### src/rtl/fa_pkg.sv
// Shared types and the full-adder equation used by the adder cell.
package fa_pkg;

  typedef struct packed {
    logic s;
    logic c;
  } fa_res_t;

  function automatic fa_res_t fa_add(input logic a, input logic b, input logic ci);
    fa_res_t r;
    r.s = a ^ b ^ ci;
    r.c = (a & b) | (a & ci) | (b & ci);
    return r;
  endfunction

endpackage

### src/rtl/fa_cell.sv
// Purely combinational 1-bit full-adder leaf.
module fa_cell
  import fa_pkg::*;
(
  input  logic a,
  input  logic b,
  input  logic ci,
  output logic s,
  output logic co
);

  fa_res_t w_res;

  assign w_res = fa_add(a, b, ci);
  assign s     = w_res.s;
  assign co    = w_res.c;

endmodule

### src/rtl/full_adder_1b.sv
// 1-bit full adder with a registered output stage and an LSB-first bit-serial mode.
// The serial mode feeds the carry register back into the cell's carry-in.
module full_adder_1b
  import fa_pkg::*;
#(
  parameter int BIT_CNT_W = 8
) (
  input  logic                 clk,
  input  logic                 rst_n,
  input  logic                 A,
  input  logic                 B,
  input  logic                 Cin,
  input  logic                 serial_en,
  input  logic                 in_valid,
  input  logic                 clr,
  output logic                 S,
  output logic                 Cout,
  output logic                 S_q,
  output logic                 Cout_q,
  output logic                 out_valid,
  output logic                 carry_q,
  output logic [BIT_CNT_W-1:0] bit_cnt
);

  logic                 w_cin_eff;
  logic                 w_s;
  logic                 w_co;
  logic                 r_s;
  logic                 r_co;
  logic                 r_valid;
  logic                 r_carry;
  logic [BIT_CNT_W-1:0] r_cnt;

  // The carry source switches immediately with serial_en; r_carry is never touched by the switch.
  assign w_cin_eff = serial_en ? r_carry : Cin;

  fa_cell u_fa_cell (
    .a  (A),
    .b  (B),
    .ci (w_cin_eff),
    .s  (w_s),
    .co (w_co)
  );

  always_ff @(posedge clk or negedge rst_n) begin
    if (!rst_n) begin
      r_s     <= 1'b0;
      r_co    <= 1'b0;
      r_valid <= 1'b0;
      r_carry <= 1'b0;
      r_cnt   <= '0;
    end else begin
      r_valid <= in_valid;
      if (in_valid) begin
        r_s  <= w_s;
        r_co <= w_co;
      end
      // clr wins over a same-cycle serial update; the output stage still captures.
      if (clr) begin
        r_carry <= 1'b0;
        r_cnt   <= '0;
      end else if (in_valid && serial_en) begin
        r_carry <= w_co;
        r_cnt   <= r_cnt + 1'b1;
      end
    end
  end

  assign S         = w_s;
  assign Cout      = w_co;
  assign S_q       = r_s;
  assign Cout_q    = r_co;
  assign out_valid = r_valid;
  assign carry_q   = r_carry;
  assign bit_cnt   = r_cnt;

endmodule

### config.mk
export PLATFORM = sky130hd
export DESIGN_NAME = full_adder_1b
export DESIGN_NICKNAME = d
export VERILOG_FILES = /design/src/rtl/fa_pkg.sv /design/src/rtl/fa_cell.sv /design/src/rtl/full_adder_1b.sv
export SDC_FILE = /design/constraint.sdc
export NUM_CORES = 1
export LEC_CHECK = 0
export CAP_MARGIN = 20
export CORE_MARGIN = 1.5
export CORE_UTILIZATION = 40
export DETAILED_ROUTE_END_ITERATION = 10
export HOLD_SLACK_MARGIN = 0.12
export PLACE_DENSITY = 0.84
export SLEW_MARGIN = 20
export SYNTH_ARGS = -nofsm -noshare
export SYNTH_HDL_FRONTEND = slang
export SYNTH_SLANG_ARGS = --single-unit
### constraint.sdc
create_clock -name clk -period 2.05 [get_ports clk]
set_clock_uncertainty 0.15 [all_clocks]
set_input_delay 0.5125 -clock clk [delete_from_list [all_inputs] [get_ports clk]]
set_output_delay 0.5125 -clock clk [all_outputs]
set_load 0.01 [all_outputs]
==> flow_summary_export.csv, run 1 <==
group,metric,value,unit
setup_path,max_stage_delay,0.51,ns
cells_and_area,syn2layout_area_growth,53.0,%
clock_tree,cts_sinks,12,
floorplanning,start_util,43.0,%
logic_synthesis,synth_mux_area_share,5.96,%
global_routing,grt_first_pass_wirelength,1.90,mm
drt,vias_per_cell,5.28,
placed_design,pre_cts_ws,-1.03,ns
floorplanning,coreArea,1320,sq um
floorplanning,rows,13,
setup_path,start_kind,"register",
drt,drt-initial-drc-count,7,
placed_design,gp_congestion,0.680,
drt,route.detailed.drc,0,
setup_path,critical_path_required,1.39,ns
logic_synthesis,synth_largest_area_cell,"dfrtp_1",
pwr,power.density,638,nW/um^2
timing,fin_crit,2.24,ns
logic_synthesis,synth_seq_cells,12,
logic_synthesis,synth_xor_area_share,3.09,%
logic_synthesis,synth_fa_ha_area_share,5.74,%
cells_and_area,final_common_cell,"clkdlybuf4s50_1",
job,maxCapViolations,0,
pwr,finalPower,553,uW
logic_synthesis,synth_top_area_share,53.0,%
timing,worstMarginPinSlew,0.544,ns
global_routing,antenna_found_initial,0,
setup_path,end_kind,"primary output",
logic_synthesis,synth-compound-area-share,11.5,%
clock_tree,postCtsHoldBufs,0,
timing,finalCritPeriodShare,109,%
logic_synthesis,synthCells,52,
logic_synthesis,ys_seq_area_share,53.0,%
logic_synthesis,ys_warn_count,0,
status,violations,"negative setup slack",
status,outcome,"finished, violations left",
floorplanning,fp.dieH,40.6,microns
placed_design,port_buffers,21,
logic_synthesis,synth.cell_area,567,sq um
logic_synthesis,synth_nets,62,
clock_tree,cts_tree,"built",
drt,finalWirelength,1.37,mm
setup_path,arrival,1.57,ns
drt,met1_length,577,microns
placed_design,place.detailed.hpwl,984,microns
drt,wire_per_inst,14.1,microns
clock_tree,clk_pin_slew_worst_paths,0.08,ns
clock_tree,clk_path_buf_depth,2,
cells_and_area,n_antenna_cell,0,
setup_path,r2r_cells,5,
setup_path,path_cells,"mux2_4, fa_1, buf_2",
global_routing,grt_overflow,0,
pwr,peakVddDrop,0.000399,V
clock_tree,htreeDepth,1,
clock_tree,numCtsBuffers,3,
global_routing,grt_max_degree,13,
clock_tree,clock-root-buffer,"clkbuf_4",
logic_synthesis,synth_area_per_cell,10.9,sq um
global_routing,first_global_vias,431,
cells_and_area,nets,93,
timing,finalMaxSlewViolations,0,
timing,setup_viol,2,
timing,slew_headroom,63.6,%
min_path,whs_path_depth,1,
cells_and_area,layout-drive-gt1-share,25.6,%
logic_synthesis,synthSimpleGateAreaFrac,18.5,%
floorplanning,io_pins,22,
drt,drtPass1Iterations,4,
logic_synthesis,synth.distinct_cells,21,
timing,hold_viol,0,
cells_and_area,layout_common_cells,"clkdlybuf4s50_1 (15), dfrtp_1 (12), a21oi_1 (7), buf_4 (7), nand3_1 (4)",
drt,met2_wirelength,732,microns
floorplanning,die-area,1650,sq um
min_path,hold_class,"reg2reg",
timing,fmax,447,MHz
logic_synthesis,synth_top_family_by_area,"simple AND/OR/NAND/NOR gates",
timing,rsz0062_at_grt,"true",
drt,route.met3.wl,51,microns
drt,highest_layer,"met4",
setup_path,slowest_stage,"fa_1",
clock_tree,clkLatencyLatePin,0.27,ns
logic_synthesis,synth_area_leaders,"dfrtp_1 (53%), a21oi_1 (6.2%), mux2_2 (6.0%)",
drt,antenna_left,0,
global_routing,grt_use_total,18.5,%
drt,vias,512,
floorplanning,die_x,40.6,microns
setup_path,crit_type,"reg2out",
setup_path,cp_max_fo,2,
pwr,leakage,0.380,nW
timing,fin_ws,-0.187,ns
[registers in the layout, summed over array words and instances (netlist names)]
| signal | cells |
|---|---|
| Cout_q | 1 |
| out_valid | 1 |
| bit_cnt | 8 |
| carry_q | 1 |
| S_q | 1 |
[per-stage QoR]
stage	std cells	area [sq um]	hold WS, ns	setup TNS (ns)	utilization (%)
final	97	867	0.368	-0.258	65.8
after global routing	97	867	0.402	-0.338	65.8
after CTS	96	857	0.373	-0.347	65.1
after detailed placement	91	825	0.354	-2.94	62.6
after global placement	91	825	0.345	-2.74	62.6
after floorplan	52	567	0.0669	0	-
[synthesized netlist by cell type]
| cell type | instances |
|---|---|
| nand4_1 | 2 |
| nand2_1 | 3 |
| or4_1 | 2 |
| mux2_2 | 3 |
| buf_2 | 1 |
| nand2_4 | 1 |
| inv_1 | 1 |
| a21oi_1 | 7 |
| and3_2 | 1 |
| or3_2 | 1 |
| ha_1 | 1 |
| xor2_1 | 1 |
| o21ai_0 | 3 |
| buf_1 | 1 |
| fa_1 | 1 |
| o31ai_1 | 2 |
| xnor2_1 | 1 |
| dfrtp_1 | 12 |
| or3_1 | 2 |
| nand3_1 | 4 |
| nor2_1 | 2 |
[cells by family (layout without fill, tap and decap cells)]
family | count (synthesis) | in the layout
mux | 3 | 3
xor+xnor | 2 | 2
fa+ha+maj | 2 | 2
buf+inv | 3 | 33
compound gates | 12 | 12
flops | 12 | 12
simple gates | 18 | 18
[area by class of cell]
class | instances | area (sq um)
Fill cell | 104 | 450
Multi-Input combinational cell | 37 | 258
Timing Repair Buffer | 28 | 250
Inverter | 1 | 3.75
Sequential cell | 12 | 300
Clock buffer | 4 | 36.3
Tap cell | 15 | 18.8
[power breakdown]
group	internal [mW]	total, mW	switching (mW)
Clock	0.108	0.193	0.0851
Combinational	0.0609	0.105	0.0439
Sequential	0.248	0.255	0.00772
[worst paths after layout]
path	slack, ns	end	start
max	-0.19	S	carry_q
min	0.37	Cout_q	Cout_q
max reg2reg	0.14	S_q	carry_q
min reg2reg	0.37	Cout_q	Cout_q
max in group asynchronous	0.95	bit_cnt[6]	rst_n
min in group asynchronous	0.44	carry_q	rst_n
[layer usage]
layer	global-route usage, %	up-vias
met1	21.6	250
met5	0	-
met4	7.50	0
li1	-	249
met2	32.9	11
met3	3.26	2
[critical path, delay by kind of cell, from the launching register on]
kind,cells,cell delay (ns)
DFF,1,0.39
adders and majority gates,1,0.51
buffers and inverters,1,0.14
muxes,1,0.27
[what timing repair did]
| action | 4_1_cts | 5_1_grt |
|---|---|---|
| buffers inserted | 1 | 1 |
| gates resized for setup | 18 | 1 |
| endpoints found under the setup margin | 4 | 2 |
| pin swaps | 1 | 1 |
Note: power is estimated with default switching activity, not from simulation.
==> run 2: changes to the inputs <==
- REMOVE_ABC_BUFFERS: not set -> 1
==> flow_summary_export.csv, run 2 (synthesis results as in run 1) <==
group,metric,value,unit
cells_and_area,final_common_cell,"clkdlybuf4s50_1",
placed_design,place.detailed.hpwl,980,microns
setup_path,r2r_cells,4,
setup_path,arrival,1.57,ns
cells_and_area,layout-drive-gt1-share,22.8,%
timing,setup_viol,2,
cells_and_area,syn2layout_area_growth,46.8,%
cells_and_area,seq_area,300,sq um
clock_tree,clkLatencyLatePin,0.27,ns
drt,vias,508,
cells_and_area,layout_common_cells,"clkdlybuf4s50_1 (15), dfrtp_1 (12), a21oi_1 (7), buf_4 (5)",
floorplanning,coreArea,1320,sq um
setup_path,end_kind,"primary output",
setup_path,cp_max_fo,2,
global_routing,grt_max_degree,13,
timing,fin_ws,-0.181,ns
pwr,power.density,590,nW/um^2
timing,rsz0062_at_grt,"true",
cells_and_area,multi_input_area,258,sq um
cells_and_area,nets,91,
cells_and_area,n_antenna_cell,0,
clock_tree,cts_setup_buffers,0,
placed_design,pre_cts_ws,-0.996,ns
pwr,peakVddDrop,0.000460,V
clock_tree,numCtsBuffers,3,
setup_path,r2r_start,"carry_q",
cells_and_area,fillers,104,
drt,wire_per_inst,13.6,microns
clock_tree,clock-root-buffer,"clkbuf_4",
drt,finalWirelength,1.28,mm
floorplanning,rows,13,
clock_tree,clk_path_buf_depth,2,
timing,finalCritPeriodShare,109,%
timing,fin_crit,2.23,ns
drt,route.detailed.drc,0,
timing,finalMaxSlewViolations,0,
job,maxCapViolations,0,
setup_path,crit_type,"reg2out",
timing,slew_headroom,65.0,%
timing,hold_viol,0,
floorplanning,io_pins,22,
global_routing,antenna_found_initial,0,
min_path,hold_class,"reg2reg",
floorplanning,fp.dieH,40.6,microns
setup_path,critical_path_required,1.39,ns
min_path,min_to,"Cout_q",
floorplanning,die_x,40.6,microns
pwr,leakage,0.361,nW
global_routing,grt_first_pass_wirelength,1.93,mm
global_routing,grt_overflow,0,
setup_path,r2r_slack,0.35,ns
clock_tree,cts_sinks,12,
timing,worstMarginPinSlew,0.524,ns
setup_path,r2r-end,"Cout_q",
placed_design,gp_congestion,0.701,
clock_tree,cts_tree,"built",
drt,vias_per_cell,5.40,
cells_and_area,final_util,63.2,%
floorplanning,start_util,43.0,%
cells_and_area,largest_register_ffs,8,
min_path,min_from,"Cout_q",
clock_tree,postCtsHoldBufs,0,
timing,fmax,448,MHz
status,violations,"negative setup slack",
status,outcome,"finished, violations left",
clock_tree,clk_pin_slew_worst_paths,0.07,ns
floorplanning,die-area,1650,sq um
drt,drt-initial-drc-count,5,
global_routing,grt_use_total,19.0,%
setup_path,start_kind,"register",
placed_design,port_buffers,21,
global_routing,first_global_vias,459,
clock_tree,htreeDepth,1,
min_path,whs_path_depth,1,
drt,drtPass1Iterations,5,
drt,antenna_left,0,
-- run 2: changes by cell type in the layout (fill, tap and decap cells not counted) --
cell and delta:
buf_4 -2, buf_2 +1, buf_6 -1, clkbuf_8 -1
-- run 2: worst max path at each step --
stage               from  cells past startpoint  end  slack, ns
3_5_place_dp   serial_en                      4    S       -1.0
2_1_floorplan  serial_en                      2    S       0.02
3_3_place_gp   serial_en                      4    S      -0.98
5_1_grt          carry_q                      3    S      -0.21
4_1_cts          carry_q                      3    S      -0.19
6_report         carry_q                      3    S      -0.18
-- run 2: timing repair --
item                       4_1_cts  5_1_grt
pin swaps                        1        1
setup endpoints to repair        4        2
gates resized for setup         17        1
-- run 2: metrics by stage --
step                setup TNS, ns  total power [mW]  std cells  hold WS [ns]  instance area [sq um]
finish                     -0.254             0.491         94         0.381                    832
global route               -0.301             0.505         94         0.405                    832
CTS                        -0.286             0.492         94         0.387                    830
detailed placement          -2.86             0.360         91         0.370                    825
global placement            -2.68             0.357         91         0.343                    825
floorplan                       0             0.290         50        0.0669                    558
-- run 2: layout make-up --
cell class | instances | area share, %
Inverter | 1 | 0.451
Tap cell | 15 | 2.26
Multi-Input combinational cell | 37 | 31.0
Timing Repair Buffer | 26 | 27.5
Clock buffer | 3 | 2.71
Sequential cell | 12 | 36.1
-- run 2: worst max-delay path, cell delays in order, from the launching register on --
cell	delay (ns)
dfrtp_1	0.39
mux2_4	0.27
fa_1	0.50
buf_2	0.13
-- run 2: report_power, final --
| part | internal [mW] | switching, mW | total (mW) |
|---|---|---|---|
| registers | 0.248 | 0.00814 | 0.256 |
| clock network | 0.0681 | 0.0745 | 0.143 |
| logic | 0.0517 | 0.0409 | 0.0926 |
| total | 0.368 | 0.124 | 0.491 |
-- run 2: layer usage --
| layer | global-route usage (%) | vias to the layer above | wire (microns) |
|---|---|---|---|
| li1 | - | 243 | - |
| met1 | 25.3 | 241 | 552 |
| met2 | 27.4 | 19 | 597 |
| met3 | 4.35 | 5 | 92 |
| met4 | 12.5 | 0 | 34 |
| met5 | 0 | - | 0 |
==> run 3: changes to the inputs <==
- CELL_PAD_IN_SITES_DETAIL_PLACEMENT: not set -> 2
- CELL_PAD_IN_SITES_GLOBAL_PLACEMENT: not set -> 2
- CORE_UTILIZATION: 40 -> 24
- CTS_CLUSTER_SIZE: not set -> 12
- TNS_END_PERCENT: not set -> 50
==> flow_summary_export.csv, run 3 (synthesis results as in run 1) <==
group,metric,value,unit
status,outcome,"finished, violations left",
status,violations,"negative setup slack",
cells_and_area,nets,91,
cells_and_area,final_common_cell,"clkdlybuf4s50_1",
setup_path,critical_path_required,1.39,ns
global_routing,grt_use_total,15.1,%
floorplanning,start_util,25.6,%
drt,finalWirelength,1.63,mm
setup_path,end_kind,"primary output",
setup_path,crit_type,"reg2out",
clock_tree,clock-root-buffer,"clkbuf_4",
timing,rsz0062_at_grt,"true",
drt,vias_per_cell,4.86,
clock_tree,cts_tree,"built",
cells_and_area,final_cells,108,
floorplanning,rows,17,
floorplanning,io_pins,22,
clock_tree,clkLatencyLatePin,0.28,ns
clock_tree,postCtsHoldBufs,0,
floorplanning,die_x,51.6,microns
floorplanning,coreArea,2210,sq um
drt,drtPass1Iterations,4,
global_routing,grt_max_degree,13,
clock_tree,htreeDepth,1,
clock_tree,cts_setup_buffers,0,
cells_and_area,largest_register_ffs,8,
cells_and_area,n_antenna_cell,0,
timing,worstMarginPinSlew,0.576,ns
drt,wire_per_inst,15.1,microns
setup_path,start_kind,"register",
pwr,leakage,0.387,nW
timing,fin_crit,2.24,ns
timing,slew_headroom,61.5,%
global_routing,first_global_vias,625,
pwr,finalPower,542,uW
clock_tree,numCtsBuffers,3,
placed_design,gp_congestion,0.687,
global_routing,grt_overflow,0,
pwr,power.density,623,nW/um^2
timing,fmax,447,MHz
clock_tree,clk_pin_slew_worst_paths,0.08,ns
drt,drt-initial-drc-count,4,
global_routing,antenna_found_initial,0,
global_routing,grt_first_pass_wirelength,2.89,mm
min_path,hold_class,"reg2reg",
cells_and_area,final_util,39.3,%
cells_and_area,layout_common_cells,"clkdlybuf4s50_1 (14), dfrtp_1 (12), a21oi_1 (7), buf_4 (5), nand3_1 (4)",
placed_design,dp_cells,104,
floorplanning,die-area,2660,sq um
timing,fin_ws,-0.189,ns
drt,antenna_left,0,
placed_design,port_buffers,21,
pwr,peakVddDrop,0.000320,V
timing,finalMaxSlewViolations,0,
timing,hold_viol,0,
setup_path,cp_max_fo,2,
floorplanning,fp.dieH,51.6,microns
setup_path,arrival,1.58,ns
timing,setup_viol,2,
placed_design,place.detailed.hpwl,1.24,mm
cells_and_area,syn2layout_area_growth,53.4,%
cells_and_area,layout-drive-gt1-share,22.5,%
clock_tree,clk_path_buf_depth,2,
clock_tree,cts_sinks,12,
job,maxCapViolations,0,
drt,vias,525,
drt,route.detailed.drc,0,
timing,finalCritPeriodShare,109,%
==> run 3: cell count changes in the layout (fill, tap and decap cells not counted), sizes merged <==
cell,delta
clkbuf,+1
dlymetal6s2s,+1
buf,-1
clkdlybuf4s15,+1
clkdlybuf4s50,-1
==> run 3: through the flow <==
step | setup slack [ns] | setup TNS [ns] | area, sq um | hold slack, ns
floorplan | 0.0215 | 0 | 558 | 0.0669
global placement | -0.990 | -2.72 | 841 | 0.344
detailed placement | -1.00 | -2.97 | 841 | 0.359
CTS | -0.243 | -0.383 | 865 | 0.380
global route | -0.264 | -0.404 | 870 | 0.399
finish | -0.189 | -0.276 | 870 | 0.371
==> run 3: final cells by class <==
cell class / count / area (sq um)
repair buffers: 26 / 236
well taps: 28 / 35.0
multi-input cells: 37 / 258
clock buffers: 4 / 36.3
flip-flops and latches: 12 / 300
inverters: 1 / 3.75
fillers: 252 / 1340
==> run 3: path summary, 6_finish.rpt <==
| kind | start | to | slack (ns) | cells past startpoint |
|---|---|---|---|---|
| setup / recovery | carry_q | S | -0.19 | 3 |
| hold / removal | Cout_q | Cout_q | 0.37 | 1 |
| setup reg to reg | carry_q | Cout_q | 0.35 | 4 |
| hold reg to reg | Cout_q | Cout_q | 0.37 | 1 |
| max in group asynchronous | rst_n | out_valid | 0.93 | 1 |
| min in group asynchronous | rst_n | bit_cnt[1] | 0.45 | 1 |
==> run 3: routing by layer <==
layer / vias up / wire length [microns] / GRT usage (%)
met5: - / 0 / 0
met4: 0 / 24 / 6.58
met3: 2 / 83 / 3.45
met2: 18 / 875 / 27.4
met1: 259 / 651 / 16.6
li1: 246 / - / -
==> run 3: power by group <==
group | internal, mW | total [mW] | switching (mW)
logic | 0.0521 | 0.0940 | 0.0419
registers | 0.248 | 0.255 | 0.00762
clock network | 0.108 | 0.193 | 0.0844
==> run 3: worst max-delay path, cell delays in order, from the launching register on <==
cell,delay [ns]
dfrtp_1,0.40
mux2_4,0.27
fa_1,0.50
buf_2,0.13
==> run 3: what timing repair did <==
action                                  CTS  global route
pin swaps                                 1             1
resized for setup                        16             2
endpoints found under the setup margin    3             3
